### config.mk
export PLATFORM = sky130hd
export DESIGN_NAME = irq_pending_ctrl_8
export DESIGN_NICKNAME = d
export VERILOG_FILES = /design/src/rtl/irq_pending_ctrl_8.sv
export SDC_FILE = /design/constraint.sdc
export NUM_CORES = 1
export LEC_CHECK = 0
export BUFFER_PORTS_ARGS = -buffer_cell sky130_fd_sc_hd__buf_4
export CORE_UTILIZATION = 50
export CTS_CLUSTER_SIZE = 12
export DETAILED_ROUTE_END_ITERATION = 8
export GPL_ROUTABILITY_DRIVEN = 1
export PLACE_DENSITY = 0.86
export SYNTH_ARGS = -nofsm -noshare
export SYNTH_HDL_FRONTEND = slang
export SYNTH_SLANG_ARGS = --single-unit
export TNS_END_PERCENT = 1
### constraint.sdc
create_clock -name clk -period 1.8 [get_ports clk]
set_input_delay 0.09 -clock clk [delete_from_list [all_inputs] [get_ports clk]]
set_output_delay 0.09 -clock clk [all_outputs]
set_load 0.02 [all_outputs]
### src/rtl/irq_pending_ctrl_8.sv
// irq_pending_ctrl_8
//   Eight-line interrupt front end placed upstream of an 8-input one-hot
//   priority circuit. Rising edges on irq_in set sticky pending bits, a
//   software mask gates which pending bits are offered to the priority
//   circuit, and the one-hot winner returned on h_in is encoded and held for
//   the consumer under a valid/ack handshake. A pending bit is cleared only
//   when its grant is acknowledged.
//
//   Optional build macro: IRQ_SYNC_EN
//     defined   - irq_in passes through a 2-flop synchronizer before edge
//                 detection (request-to-valid latency of 4 edges).
//     undefined - irq_in is sampled directly and must be synchronous to clk
//                 (request-to-valid latency of 2 edges).
//
//   Ports
//     clk        in   rising-edge clock
//     rst        in   synchronous active-high reset
//     irq_in     in   [7:0] raw level-valued request lines
//     mask_wr    in   mask write strobe
//     mask_din   in   [7:0] new mask value (1 = line enabled)
//     req_o      out  [7:0] pending & mask, to the priority circuit
//     h_in       in   [7:0] one-hot grant from the priority circuit (bit 7 highest)
//     idle_in    in   priority circuit idle (req_o == 0)
//     pend_o     out  [7:0] raw pending register
//     irq_valid  out  grant presented to the consumer
//     irq_id     out  [2:0] index of the granted line, stable while irq_valid
//     irq_ack    in   consumer accepts the grant
module irq_pending_ctrl_8 #(
  parameter logic [7:0] DEFAULT_MASK = 8'hFF
) (
  input  logic       clk,
  input  logic       rst,
  input  logic [7:0] irq_in,
  input  logic       mask_wr,
  input  logic [7:0] mask_din,
  output logic [7:0] req_o,
  input  logic [7:0] h_in,
  input  logic       idle_in,
  output logic [7:0] pend_o,
  output logic       irq_valid,
  output logic [2:0] irq_id,
  input  logic       irq_ack
);

  typedef enum logic {
    IDLE  = 1'b0,
    SERVE = 1'b1
  } state_t;

  state_t     state_q, state_d;
  logic [7:0] irq_s;
  logic [7:0] irq_q;
  logic [7:0] rise;
  logic [7:0] pend_q, pend_d;
  logic [7:0] mask_q, mask_d;
  logic [2:0] id_q, id_d;
  logic [7:0] clr;

  // One-hot to binary. Each id bit is the OR of the one-hot lines whose
  // index has that bit set; a non-one-hot input gives an unspecified id.
  function automatic logic [2:0] encode(input logic [7:0] oh);
    logic [2:0] id;
    id[0] = oh[1] | oh[3] | oh[5] | oh[7];
    id[1] = oh[2] | oh[3] | oh[6] | oh[7];
    id[2] = oh[4] | oh[5] | oh[6] | oh[7];
    return id;
  endfunction

`ifdef IRQ_SYNC_EN
  // Input synchronizer stage
  logic [7:0] sync1_q, sync2_q;

  always_ff @(posedge clk) begin
    if (rst) begin
      sync1_q <= 8'h00;
      sync2_q <= 8'h00;
    end else begin
      sync1_q <= irq_in;
      sync2_q <= sync1_q;
    end
  end

  assign irq_s = sync2_q;
`else
  assign irq_s = irq_in;
`endif

  // Edge detection stage. irq_q resets to 0 so a line that is already high
  // when reset is released is seen as one rising edge.
  always_ff @(posedge clk) begin
    if (rst) begin
      irq_q <= 8'h00;
    end else begin
      irq_q <= irq_s;
    end
  end

  assign rise = irq_s & ~irq_q;

  // Grant FSM, pending clear and mask next-state
  always_comb begin
    state_d = state_q;
    id_d    = id_q;
    clr     = 8'h00;
    case (state_q)
      IDLE: begin
        if (!idle_in) begin
          id_d    = encode(h_in);
          state_d = SERVE;
        end
      end
      SERVE: begin
        // irq_id is held here regardless of h_in, mask or new edges.
        if (irq_ack) begin
          clr     = 8'h01 << id_q;
          state_d = IDLE;
        end
      end
      default: state_d = IDLE;
    endcase

    // A new edge on the line being acknowledged is a new event, so the set
    // is applied after the clear and wins.
    pend_d = (pend_q & ~clr) | rise;
    mask_d = mask_wr ? mask_din : mask_q;
  end

  // State registers
  always_ff @(posedge clk) begin
    if (rst) begin
      state_q <= IDLE;
      id_q    <= 3'd0;
      pend_q  <= 8'h00;
      mask_q  <= DEFAULT_MASK;
    end else begin
      state_q <= state_d;
      id_q    <= id_d;
      pend_q  <= pend_d;
      mask_q  <= mask_d;
    end
  end

  // The mask only gates what is offered downstream; pending keeps
  // accumulating on masked lines.
  assign req_o     = pend_q & mask_q;
  assign pend_o    = pend_q;
  assign irq_valid = (state_q == SERVE);
  assign irq_id    = id_q;

endmodule

==> results.cfg <==
[status]
status = completed

[pwr]
power.density_mw_per_mm2 = 791
irDropWorstVdd_mv = 0.515
p_leak_nw = 0.758

[synthesis]
syn_inst = 116
yosys-top-cells-area = dfxtp_1, nor2b_1, a211o_1
synth-seq-area-share_pct = 47.6
yosysTopAreaCell = dfxtp_1
syn_nets = 145
ys_ff_latch = 28
ys_types = 22
syn_area_mm2 = 0.00118
yosysWarnings = 0
yosysTopAreaCellShare_pct = 47.6
avgSynthCellArea_um2 = 10.1

[clock_network]
cts.repair.resized = 0
cts_tree = yes
clk_path_buf_depth = 2
htree_levels = 1
cts.clk_slew.worst_paths_ps = 130
root_buffer = clkbuf_4
cts_setup_buffers = 0
cts_sinks = 28
clkLatencyLatePin_ps = 300
cts_made_buffers = 3

[routing]
avgViaCountPerCell = 5.19
ant_nets = 0
num_vias = 1048
drtIter0Drc = 13
wl_per_cell_um = 12.8
route.detailed.drc = 0
totalWireLength_mm = 2.59
drt-pass1-iter-count = 4

[worst_setup_path]
worstSetupPathType = reg2reg
critical_path.max_fanout = 11
cp.arrival_ps = 1360
crit_required_ps = 1990
crit_path_end_kind = flop
critPathLaunchType = flop

[grt]
busiest_layer = met2
grt_max_degree = 45
grt_pass1_wl_mm = 4.33
use_met1_pct = 28.2
grt_antenna_before_repair = 0
grt_pass1_vias = 984
track_usage_pct = 22.4
met2_usage_pct = 39.1
grt-ovfl-total = 0
use_met3_pct = 3.33

[cells_and_area]
finalNonFillerCells = 202
fin_nets = 205
area_growth_pct = 43.8
antennaDiodeCount = 0
drive_above_1_share_pct = 32.8

[sta]
hold-worst-slack_ps = 5.74
slew_headroom_pct = 69.5
period_needed_ps = 1170
timing.final.crit_share_pct = 65.2
timing.fmax_mhz = 853
hold_viol = 0
grt_setup_unrepaired = no
tightest_slew_ps = 452
finClkSkew_ps = 1.32
slew_viol_final = 0
final.setup.tns_ps = 0
setup_viol = 0

[placement]
port_buffers = 47
gp_congestion = 0.704
dp.cells = 185
dp_hpwl_mm = 1.78

[die]
chipWidth_um = 50.5
die_area_mm2 = 0.00255
dieHeight_um = 50.5
coreArea_mm2 = 0.00221
io-pin-count = 49
start_util_pct = 53.2
rows = 17

[job]
drv_cap = 0

[min_path]
worst_hold_path_type = in2reg
==> logic make-up (layout without fill, tap and decap cells) <==
logic type             Yosys count  in the layout  share of synthesized area, %
flip-flops                      28             28                          47.6
AO/OA/AOI/OAI                   21             21                          15.5
AND/OR/NAND/NOR                 51             51                          30.7
buffers and inverters           16             74                          6.16
==> final timing paths <==
| kind | startpoint | end | slack, ps | cells after the start |
|---|---|---|---|---|
| setup / recovery | irq_valid | pend_o[0] | 630 | 2 |
| hold reg to reg | pend_o[1] | pend_o[1] | 540 | 2 |
| hold / removal | irq_in[4] | irq_q[4] | 6 | 2 |
| setup reg to reg | irq_valid | pend_o[0] | 630 | 2 |
==> repair_timing <==
action	CTS	global route
hold endpoints to repair	14	0
hold buffers	14	0
endpoints found under the setup margin	0	0
==> registers in the layout (all words and copies together), names as in the netlist <==
signal     count
irq_q          8
mask_q         8
irq_valid      1
pend_o         8
irq_id         3
==> critical path, stage by stage, from the launching register on <==
cell and delay (ps):
dfxtp_1 510, nor4bb_1 430, o311ai_1 130
==> synth_stat cells <==
library cell / instances
dfxtp_1: 28
nor2b_1: 16
inv_1: 10
a211o_1: 8
and2_1: 8
o311ai_1: 8
or3b_1: 6
or3b_2: 6
buf_2: 4
nand3b_1: 4
nor2_1: 3
a211oi_1: 2
a221oi_1: 2
and4b_1: 2
nor4_1: 2
and2b_1: 1
and4_1: 1
buf_6: 1
clkbuf_1: 1
nor4bb_1: 1
o21ba_2: 1
or2_1: 1
==> layout by cell type (no fill, tap or decap), drive strengths merged <==
master,instances
a211o,8
a211oi,2
a221oi,2
and2,8
and2b,1
and4,1
and4b,2
buf,47
clkbuf,3
dfxtp,28
dlygate4sd3,14
inv,10
nand3b,4
nor2,3
nor2b,16
nor4,2
nor4bb,1
o21ba,1
o311ai,8
or2,1
or3b,12
==> metrics by stage <==
step	cell area, um^2	setup WS (ps)	total power [mW]	util (%)
floorplan	1180	710	0.930	-
global placement	1530	731	1.08	69.2
detailed placement	1530	626	1.10	69.2
CTS	1690	608	1.35	76.5
global route	1690	530	1.41	76.5
finish	1690	627	1.34	76.5
==> final cells by class <==
| type | count | area, um^2 |
|---|---|---|
| Sequential cell | 28 | 561 |
| Multi-Input combinational cell | 72 | 544 |
| Fill cell | 161 | 519 |
| Timing Repair Buffer | 61 | 493 |
| Inverter | 10 | 37.5 |
| Tap cell | 28 | 35.0 |
| Clock buffer | 3 | 22.5 |
==> per-layer routing <==
layer,share of wire (%),vias to the layer above
met2,50,35
met4,1.3,0
li1,-,538
met1,44,471
met5,0,-
met3,4.4,4
==> where the power goes <==
group          internal, mW  leakage, nW  switching (mW)  total [mW]
clock network        0.0779       0.0138           0.154       0.232
registers             0.678        0.234          0.0486       0.726
logic                 0.207        0.510           0.174       0.381
total                 0.963        0.758           0.377        1.34
Power figures use the tool's default switching activity.
